## src/rtl/csr_stream_feeder.sv

```systemverilog
// csr_stream_feeder: transmit end of the scheduler input protocol.
// For every pair of weight columns it streams the 64 interleaved weight
// words, then walks the CSR input matrix and emits each nonzero element
// (value, row, column), closing each pass with a done pulse. After the last
// pair it raises finish.
//
// Optional feature macro: FEEDER_ZERO_SKIP_EN
//   defined   : elements whose value reads as zero keep their slot but are
//               not flagged valid (o_rdy stays low for that cycle).
//   undefined : every stored element is emitted.
module csr_stream_feeder #(
    parameter int DATA_BITS  = 16,
    parameter int N_ROWS     = 100,
    parameter int ROW_BITS   = 7,
    parameter int COL_BITS   = 5,
    parameter int W_ROWS     = 32,
    parameter int W_COLS     = 8,
    parameter int WCOL_BITS  = 3,
    parameter int NNZ_BITS   = 12,
    parameter int WADDR_BITS = 8
) (
    input  logic                  clk,
    input  logic                  rst,
    input  logic                  i_start,
    output logic [ROW_BITS-1:0]   o_rp_addr,
    input  logic [NNZ_BITS-1:0]   i_rp_rdata,
    output logic [NNZ_BITS-1:0]   o_nz_addr,
    input  logic [DATA_BITS-1:0]  i_nz_val,
    input  logic [COL_BITS-1:0]   i_nz_col,
    output logic [WADDR_BITS-1:0] o_w_addr,
    input  logic [DATA_BITS-1:0]  i_w_rdata,
    output logic                  o_rdy,
    output logic [DATA_BITS-1:0]  o_data,
    output logic [ROW_BITS-1:0]   o_row_ptr,
    output logic [COL_BITS-1:0]   o_col_idx,
    output logic                  o_done,
    output logic                  o_switch,
    output logic [DATA_BITS-1:0]  o_w_data,
    output logic [WCOL_BITS-1:0]  o_w_col_idx,
    input  logic                  i_w_switch,
    output logic                  o_busy,
    output logic                  o_finish
);

    // Two weight words per row (one per column of the pair)
    localparam int W_WORDS = 2 * W_ROWS;
    localparam int K_BITS  = $clog2(W_WORDS);
    localparam int P_BITS  = WCOL_BITS - 1;

    localparam logic [K_BITS-1:0]   LAST_K    = K_BITS'(W_WORDS - 1);
    localparam logic [ROW_BITS-1:0] LAST_ROW  = ROW_BITS'(N_ROWS - 1);
    localparam logic [P_BITS-1:0]   LAST_PAIR = P_BITS'(W_COLS / 2 - 1);

    typedef enum logic [2:0] {
        S_IDLE,
        S_W_REQ,
        S_W_LOAD,
        S_RP_INIT,
        S_RP_FETCH,
        S_ELEM,
        S_DONE,
        S_FIN
    } state_t;

    state_t state;
    state_t state_nxt;

    logic [P_BITS-1:0]    pair;
    logic [K_BITS-1:0]    k;
    logic [ROW_BITS-1:0]  r;
    logic                 fetch_ph;
    logic                 init_pend;
    logic [NNZ_BITS-1:0]  cur_ptr;
    logic [NNZ_BITS-1:0]  end_ptr;
    logic                 elem_v;
    logic [ROW_BITS-1:0]  elem_row;

    logic                 w_last;
    logic                 row_empty;
    logic                 last_row;
    logic                 elem_last;
    logic                 elem_emit;
    logic [K_BITS-1:0]    k_sel;

    // Weight word kk of the current pair: even words belong to column 2p,
    // odd words to column 2p+1, and the row advances every two words.
    function automatic logic [WCOL_BITS-1:0] word_col(
        input logic [P_BITS-1:0] pr,
        input logic [K_BITS-1:0] kk
    );
        word_col = {pr, kk[0]};
    endfunction

    function automatic logic [WADDR_BITS-1:0] word_addr(
        input logic [P_BITS-1:0] pr,
        input logic [K_BITS-1:0] kk
    );
        logic [WCOL_BITS-1:0] col;
        logic [K_BITS-2:0]    row;
        col = word_col(pr, kk);
        row = kk[K_BITS-1:1];
        word_addr = WADDR_BITS'(col) * WADDR_BITS'(W_ROWS) + WADDR_BITS'(row);
    endfunction

    assign w_last    = (k == LAST_K) && i_w_switch;
    // A pointer that does not advance (or goes backwards) means no elements
    assign row_empty = (i_rp_rdata <= cur_ptr);
    assign last_row  = (r == LAST_ROW);
    assign elem_last = ((cur_ptr + NNZ_BITS'(1)) == end_ptr);
    assign k_sel     = i_w_switch ? (k + K_BITS'(1)) : k;

`ifdef FEEDER_ZERO_SKIP_EN
    assign elem_emit = elem_v && (i_nz_val != '0);
`else
    assign elem_emit = elem_v;
`endif

    // State register
    always_ff @(posedge clk or negedge rst) begin
        if (!rst) begin
            state <= S_IDLE;
        end else begin
            state <= state_nxt;
        end
    end

    // Next-state decision
    always_comb begin
        state_nxt = state;
        unique case (state)
            S_IDLE:     if (i_start) state_nxt = S_W_REQ;
            S_W_REQ:    state_nxt = S_W_LOAD;
            S_W_LOAD:   if (w_last) state_nxt = S_RP_INIT;
            S_RP_INIT:  state_nxt = S_RP_FETCH;
            S_RP_FETCH: begin
                if (fetch_ph) begin
                    if (!row_empty) begin
                        state_nxt = S_ELEM;
                    end else if (last_row) begin
                        state_nxt = S_DONE;
                    end
                end
            end
            S_ELEM: begin
                if (elem_last) begin
                    state_nxt = last_row ? S_DONE : S_RP_FETCH;
                end
            end
            S_DONE: begin
                if (!elem_v) begin
                    state_nxt = (pair == LAST_PAIR) ? S_FIN : S_W_REQ;
                end
            end
            S_FIN:      state_nxt = S_IDLE;
            default:    state_nxt = S_IDLE;
        endcase
    end

    // Counters, row pointers and the one-cycle element pipeline stage
    always_ff @(posedge clk or negedge rst) begin
        if (!rst) begin
            pair      <= '0;
            k         <= '0;
            r         <= '0;
            fetch_ph  <= 1'b0;
            init_pend <= 1'b0;
            cur_ptr   <= '0;
            end_ptr   <= '0;
            elem_v    <= 1'b0;
            elem_row  <= '0;
        end else begin
            elem_v   <= (state == S_ELEM);
            elem_row <= r;
            case (state)
                S_IDLE: begin
                    if (i_start) pair <= '0;
                end
                S_W_REQ: begin
                    k <= '0;
                end
                S_W_LOAD: begin
                    if (i_w_switch) k <= k + K_BITS'(1);
                end
                S_RP_INIT: begin
                    r         <= '0;
                    fetch_ph  <= 1'b0;
                    init_pend <= 1'b1;
                end
                S_RP_FETCH: begin
                    if (!fetch_ph) begin
                        fetch_ph <= 1'b1;
                        if (init_pend) begin
                            cur_ptr   <= i_rp_rdata;
                            init_pend <= 1'b0;
                        end
                    end else begin
                        fetch_ph <= 1'b0;
                        if (row_empty) begin
                            if (!last_row) r <= r + ROW_BITS'(1);
                        end else begin
                            end_ptr <= i_rp_rdata;
                        end
                    end
                end
                S_ELEM: begin
                    cur_ptr <= cur_ptr + NNZ_BITS'(1);
                    if (elem_last) begin
                        r        <= r + ROW_BITS'(1);
                        fetch_ph <= 1'b0;
                    end
                end
                S_DONE: begin
                    if (!elem_v) pair <= pair + P_BITS'(1);
                end
                default: ;
            endcase
        end
    end

    // Output decode: SRAM addresses, protocol pulses and gated data outputs
    always_comb begin
        o_rp_addr   = '0;
        o_nz_addr   = '0;
        o_w_addr    = '0;
        o_w_data    = '0;
        o_w_col_idx = '0;
        o_switch    = 1'b0;
        o_done      = 1'b0;
        o_finish    = 1'b0;
        o_busy      = (state != S_IDLE);
        o_rdy       = elem_emit;
        o_data      = elem_emit ? i_nz_val : '0;
        o_row_ptr   = elem_emit ? elem_row : '0;
        o_col_idx   = elem_emit ? i_nz_col : '0;
        case (state)
            S_W_REQ: begin
                o_switch = 1'b1;
                o_w_addr = word_addr(pair, '0);
            end
            S_W_LOAD: begin
                o_w_addr    = word_addr(pair, k_sel);
                o_w_data    = i_w_rdata;
                o_w_col_idx = word_col(pair, k);
            end
            S_RP_INIT: begin
                o_rp_addr = '0;
            end
            S_RP_FETCH: begin
                o_rp_addr = r + ROW_BITS'(1);
            end
            S_ELEM: begin
                o_nz_addr = cur_ptr;
            end
            S_DONE: begin
                o_done = !elem_v;
            end
            S_FIN: begin
                o_finish = 1'b1;
            end
            default: ;
        endcase
    end

endmodule

```

## config.mk

```make
export PLATFORM = sky130hd
export DESIGN_NAME = csr_stream_feeder
export DESIGN_NICKNAME = d
export VERILOG_FILES = /design/src/rtl/csr_stream_feeder.sv
export SDC_FILE = /design/constraint.sdc
export NUM_CORES = 1
export LEC_CHECK = 0
export BUFFER_PORTS_ARGS = -buffer_cell sky130_fd_sc_hd__buf_2
export CORE_MARGIN = 3
export CORE_UTILIZATION = 45
export CTS_CLUSTER_DIAMETER = 120
export DETAILED_ROUTE_END_ITERATION = 8
export GPL_TIMING_DRIVEN = 0
export PLACE_DENSITY = 0.76
export RECOVER_POWER = 100
export SLEW_MARGIN = 20
export SYNTH_ARGS = -nofsm -noshare
export SYNTH_HDL_FRONTEND = slang
export SYNTH_SLANG_ARGS = --single-unit
```

## constraint.sdc

```tcl
create_clock -name clk -period 2.8 [get_ports clk]
set_input_delay 0.28 -clock clk [delete_from_list [all_inputs] [get_ports clk]]
set_output_delay 0.28 -clock clk [all_outputs]
set_load 0.01 [all_outputs]
```

Word-level counts from Yosys, hierarchy flattened. Index checks and enable logic that the tools add are counted. W data, S select, Z words.

Flip-flop bits (word level): 52. Input bits: 53. Output and inout bits: 79.

Add/sub/neg operators: 5. $lt $le $gt $ge: 1. Equality and inequality tests: 21. Multiplexer cells: 39. Bitwise gates (word level): 1. Reductions and logical operators: 16.

Operators by type and width (number): $mux W7 (6); $mux W12 (3); $mux W16 (2); $mux W3 (9); $pmux W12 S2 (1); $pmux W3 S8 (1); $pmux W7 S3 (1); $ne A2 B2 Y1 const B (9); $pmux W8 S2 (1); $add A12 B1 Y12 const B (1); $eq A12 B12 Y1 (1); $eq A3 B3 Y1 const B (4); $le A12 B12 Y1 (1); $pmux W6 S2 (1); $reduce_and A3 Y1 (3); $add A8 B5 Y8 (1); $reduce_bool A2 Y1 (4); $add A7 B1 Y7 const B (1); $eq A7 B7 Y1 const B (1); $add A6 B1 Y6 const B (1); $eq A3 B2 Y1 const B (2); $eq A6 B6 Y1 const B (1); $mux W1 (6); $mux W2 (3); other kinds (17) (19).

Longest topological paths before layout.
Depth after elaboration: 5. Gate-level depth with buffers: 11. Gate-level depth less buffers: 9.

Worst setup path after synthesis. OpenSTA, ideal clock, no wires.

Kind: register -> register. Start point: register cur_ptr[1]. End point: register r[3]. Setup time: 0.096 ns. Arrival: 2.571 ns. Data required time: 2.704 ns. Setup slack: 0.133 ns. Cell stages (with the launch flop): 9. Path buffers: 0. Cell sequence: dfrtp_1 > ha_1 > and4_1 > nand2_1 > nor4_1 > o22ai_1 > or4_4 > a211o_1 > o31ai_1.

Word-level cells in the longest chain between the ends: 4. Elaborated cells on any way between the ends: 6. Those cells by class: add/sub: 1; order compare: 1; eq/ne: 3; reduce/logical: 1.

RTL lines: start, declared (line 73) `logic [NNZ_BITS-1:0] cur_ptr;`; start signal, assigned (line 193) `cur_ptr <= i_rp_rdata;`; start signal, assigned (line 206) `cur_ptr <= cur_ptr + NNZ_BITS'(1);`; $add A12 B1 Y12 (line 109) `assign elem_last = ((cur_ptr + NNZ_BITS'(1)) == end_ptr);`; $eq A12 B12 Y1 (line 109); $ne A2 B2 Y1 (no line); $reduce_and A5 Y1 (no line) (*); end signal, assigned (line 199) `if (!last_row) r <= r + ROW_BITS'(1);`; end signal, assigned (line 208) `r <= r + ROW_BITS'(1);`; end, declared (line 70) `logic [ROW_BITS-1:0] r;`.

Every way passes the cells marked *; elsewhere a longest branch is shown, timed or not. A chain may end at the register's enable or synchronous reset.

Worst setup path in the final report.
Start point: register cur_ptr[0]. End point: register r[6].

The elaborated chain is that of the path after synthesis.

==> insert_results.sql <==
INSERT INTO impl_metrics (metric_group, metric, value, unit) VALUES
('yosys', 'syn-mean-instance-area', '8.25', 'um2'),
('critical_path', 'cp.required', '3.03', 'ns'),
('global_route', 'grt_antenna_before_repair', '0', ''),
('finish', 'final_core_utilization', '60.4', '%'),
('global_route', 'grt_start_max_net_pins', '53', ''),
('power_and_ir_drop', 'power-per-cell-area', '944', 'nW/um2'),
('global_route', 'grt_pass1_wl', '17800', 'um'),
('sta', 'max_slew.worst_pin.slew', '1.33', 'ns'),
('clock_tree', 'post_cts_hold_buffers', '0', ''),
('outcome', 'outcome', 'finished, final reports clean', ''),
('floorplan', 'initial_core_util', '47.7', '%'),
('clock_tree', 'tritoncts', 'yes', ''),
('sta', 'maxSlewViolCount', '0', ''),
('yosys', 'synth-seq-cells', '52', ''),
('yosys', 'synthesis.nets', '527', ''),
('finish', 'combined_area_of_the_multi_input_logic_cells', '2430', 'um2'),
('sta', 'fin_tns_setup', '0', 'ns'),
('floorplan', 'floorplan.die_area', '9540', 'um2'),
('floorplan', 'floorplan.io_pins', '132', ''),
('floorplan', 'floorplan.rows', '32', ''),
('yosys', 'synth_enable_flop_cells', '0', ''),
('placed_design', 'number_of_cells_after_detailed_placement', '691', ''),
('sta', 'period_share', '99.3', '%'),
('yosys', 'syn_inst', '458', ''),
('yosys', 'yosysSeqAreaShare', '34.4', '%'),
('global_route', 'number_of_global_route_vias_before_repair', '3837', ''),
('routing', 'drtPass1Iterations', '5', ''),
('power_and_ir_drop', 'p_int', '2.29', 'mW'),
('finish', 'nNetsFinal', '670', ''),
('sta', 'max_clock_freq', '0.360', 'GHz'),
('power_and_ir_drop', 'power.switching', '2.23', 'mW'),
('power_and_ir_drop', 'power_switching_share', '49.3', '%'),
('critical_path', 'largest_fanout_on_the_critical_path', '10', ''),
('finish', 'finish.cell_count_without_fillers', '704', ''),
('clock_tree', 'tritoncts.num_buffers', '5', ''),
('yosys', 'ys_types', '53', ''),
('clock_tree', 'clock_net_sink_count', '52', ''),
('yosys', 'mappedNetlistArea', '3780', 'um2'),
('clock_tree', 'clk_pin_slew_worst_paths', '0.11', 'ns'),
('global_route', 'overflow', '0', ''),
('power_and_ir_drop', 'vdd_ir_drop_max', '0.000483', 'V'),
('critical_path', 'worstPathArrival', '3.01', 'ns'),
('floorplan', 'die-width', '97.7', 'um'),
('floorplan', 'die_h', '97.7', 'um'),
('power_and_ir_drop', 'clock_power_share', '10.1', '%'),
('finish', 'post_route_cells_drive_above_1_share', '23.8', '%'),
('routing', 'drt-total-wl', '11100', 'um'),
('finish', 'antenna_cells', '0', ''),
('sta', 'fin_ws', '0.0193', 'ns'),
('clock_tree', 'clock_insertion_delay_worst_skew', '0.32', 'ns'),
('routing', 'drt.antenna.violating_nets', '0', ''),
('flow_run', 'cap_viol_max_count', '0', ''),
('clock_tree', 'clock-root-buffer', 'sky130_fd_sc_hd__clkbuf_8', ''),
('finish', 'area.sequential', '1300', 'um2'),
('power_and_ir_drop', 'total_leakage_power', '2.35', 'nW'),
('finish', 'fillers', '731', ''),
('hold_path', 'min-delay-path-class', 'input port to flip-flop', ''),
('sta', 'final-setup-viol-count', '0', ''),
('clock_tree', 'ctsHtreeMaxLevel', '2', ''),
('floorplan', 'core_area', '7930', 'um2'),
('placed_design', 'hpwlAfterDp', '8060', 'um'),
('routing', 'drc_errors', '0', ''),
('sta', 'maxSlewHeadroom', '11.2', '%'),
('placed_design', 'pre_cts_slack', '-0.363', 'ns'),
('sta', 'final_critical_path_time_including_i_o_delays_and_setup', '2.78', 'ns'),
('sta', 'rsz0062_at_grt', 'yes', ''),
('yosys', 'most_used_dff_post_synth', 'sky130_fd_sc_hd__dfrtp_1', ''),
('finish', 'area_growth', '26.6', '%'),
('routing', 'dr_vias', '4026', ''),
('critical_path', 'worst-setup-path-type', 'flip-flop to flip-flop', ''),
('critical_path', 'crit_path_end_kind', 'flip-flop', ''),
('routing', 'wl_per_cell', '15.7', 'um'),
('power_and_ir_drop', 'power.share.sequential', '30.1', '%'),
('critical_path', 'setup.worst_path.start_class', 'flip-flop', ''),
('placed_design', 'placer_s_final_routability_congestion_estimate', '0.903', ''),
('routing', 'drt-initial-drc-count', '283', ''),
('clock_tree', 'maximum_buffer_depth_of_the_clock_tree', '2', ''),
('yosys', 'ys_async_sr_fraction', '100', '%'),
('placed_design', 'buffer_ports.inserted', '131', ''),
('sta', 'hold_viol_final', '0', ''),
('routing', 'post_drt_via_cell_ratio', '5.72', ''),
('global_route', 'track_usage', '22.1', '%'),
('sta', 'finalClockSkew', '0.0149', 'ns'),
('power_and_ir_drop', 'comb_power_share', '59.9', '%'),
('yosys', 'synthesis.yosys.warnings', '0', '');
stage by stage:
step / area, um2 / hold slack, ns / power [mW]
after floorplan: 3780 / -0.0156 / 3.03
after global placement: 4560 / 0.418 / 3.69
after detailed placement: 4570 / 0.375 / 3.79
after CTS: 4730 / 0.0298 / 4.35
after global routing: 4790 / 0.222 / 4.86
final: 4790 / 0.225 / 4.52
cell usage in the layout (no fill, tap or decap), types with 5 or more instances in the layout:
cell	count
sky130_fd_sc_hd__a21o_1	9
sky130_fd_sc_hd__a21oi_1	28
sky130_fd_sc_hd__and2_0	6
sky130_fd_sc_hd__and2_1	23
sky130_fd_sc_hd__and3_1	28
sky130_fd_sc_hd__buf_2	88
sky130_fd_sc_hd__buf_4	6
sky130_fd_sc_hd__clkbuf_1	61
sky130_fd_sc_hd__clkbuf_8	5
sky130_fd_sc_hd__dfrtp_1	50
sky130_fd_sc_hd__ha_1	15
sky130_fd_sc_hd__inv_1	19
sky130_fd_sc_hd__mux2_2	12
sky130_fd_sc_hd__nand2_1	34
sky130_fd_sc_hd__nand2b_1	5
sky130_fd_sc_hd__nand3_1	12
sky130_fd_sc_hd__nand4_1	6
sky130_fd_sc_hd__nor2_1	43
sky130_fd_sc_hd__nor2b_1	10
sky130_fd_sc_hd__nor3_1	11
sky130_fd_sc_hd__o21ai_0	26
sky130_fd_sc_hd__o22ai_1	8
sky130_fd_sc_hd__o31ai_1	5
sky130_fd_sc_hd__or3_1	5
sky130_fd_sc_hd__xnor2_1	9
sky130_fd_sc_hd__xor2_1	10
path summary, 6_finish.rpt:
kind	from	endpoint	slack, ns	depth (start not counted)
max reg2reg	cur_ptr[0]$_DFFE_PN0P_	r[6]$_DFFE_PN0P_	0.02	9
min	i_rp_rdata[0]	end_ptr[0]$_DFFE_PN0P_	0.23	2
max in group asynchronous	rst	cur_ptr[2]$_DFFE_PN0P_	1.66	1
max	cur_ptr[0]$_DFFE_PN0P_	r[6]$_DFFE_PN0P_	0.02	9
min in group asynchronous	rst	k[4]$_DFFE_PN0P_	0.24	1
min reg2reg	r[1]$_DFFE_PN0P_	elem_row[1]$_DFF_PN0_	0.46	0
worst max-delay path, stage by stage, from the launching register on:
cell,delay [ns]
sky130_fd_sc_hd__dfrtp_1,0.43
sky130_fd_sc_hd__buf_6,0.15
sky130_fd_sc_hd__nand3_2,0.11
sky130_fd_sc_hd__buf_6,0.17
sky130_fd_sc_hd__or4_1,0.48
sky130_fd_sc_hd__a21oi_2,0.16
sky130_fd_sc_hd__o22ai_1,0.11
sky130_fd_sc_hd__or4_4,0.49
sky130_fd_sc_hd__a211o_4,0.40
sky130_fd_sc_hd__o31ai_1,0.20
state kept, by name, indices dropped and copies added (netlist names):
name / count
elem_row: 7
k: 6
pair: 2
init_pend: 1
o_rdy: 1
end_ptr: 12
state: 3
fetch_ph: 1
cur_ptr: 12
r: 7
kinds of logic (layout without fill, tap and decap cells):
kind of cell             count (synthesis)  after routing  share of synthesized area [%]
AND/OR/NAND/NOR                        204            204                           28.9
AO/OA/AOI/OAI                          106            106                           17.4
multiplexers                            16             16                           4.63
XOR/XNOR                                20             20                           4.63
buffers and inverters                   44            188                           4.70
adder cells (fa/ha/maj)                 16             16                           5.30
flip-flops                              52             52                           34.4
power groups by stage:
stage / registers (mW) / clock network [mW] / logic (mW)
final: 1.36 / 0.455 / 2.71
after CTS: 1.33 / 0.461 / 2.56
after global routing: 1.40 / 0.489 / 2.97
after global placement: 1.32 / 0 / 2.37
after floorplan: 1.25 / 0 / 1.78
after detailed placement: 1.34 / 0 / 2.45
final cells by class:
class / count / share of cell area (%)
Multi-Input combinational cell: 362 / 50.8
Sequential cell: 52 / 27.2
Timing Repair Buffer: 136 / 13.4
Tap cell: 102 / 2.67
Buffer: 25 / 2.51
Inverter: 19 / 1.49
Clock buffer: 5 / 1.44
Clock inverter: 3 / 0.470
synth_stat cells, drive strengths merged (5+ instances only):
library cell / count / area, um2
o22ai: 8 / 50.1
a21o: 9 / 67.6
a21oi: 30 / 154
and2: 29 / 181
nand4: 7 / 58.8
nor2b: 10 / 62.6
nand3: 13 / 70.1
nand2b: 5 / 31.3
nand2: 36 / 135
buf: 5 / 30.0
ha: 16 / 200
dfrtp: 52 / 1300
nor2: 45 / 169
xnor2: 10 / 87.6
xor2: 10 / 87.6
inv: 19 / 71.3
clkbuf: 20 / 76.3
nor3: 11 / 55.1
and3: 28 / 175
o21ai: 28 / 140
mux2: 12 / 135
o31ai: 6 / 45.0
or3: 6 / 42.5
metal layers:
metal / GRT usage [%] / vias up / wire length, um
li1: - / 1919 / -
met1: 29.1 / 1886 / 4750
met2: 37.2 / 198 / 5300
met3: 3.95 / 23 / 830
met4: 6.07 / 0 / 182
met5: 0 / - / 0
timing repair:
item | CTS | global route
setup endpoints to repair | 28 | 25
pin swaps | 2 | 2
gates resized for setup | 17 | 17
buffers inserted | 1 | 4
Note: power is estimated with default switching activity, not from simulation.
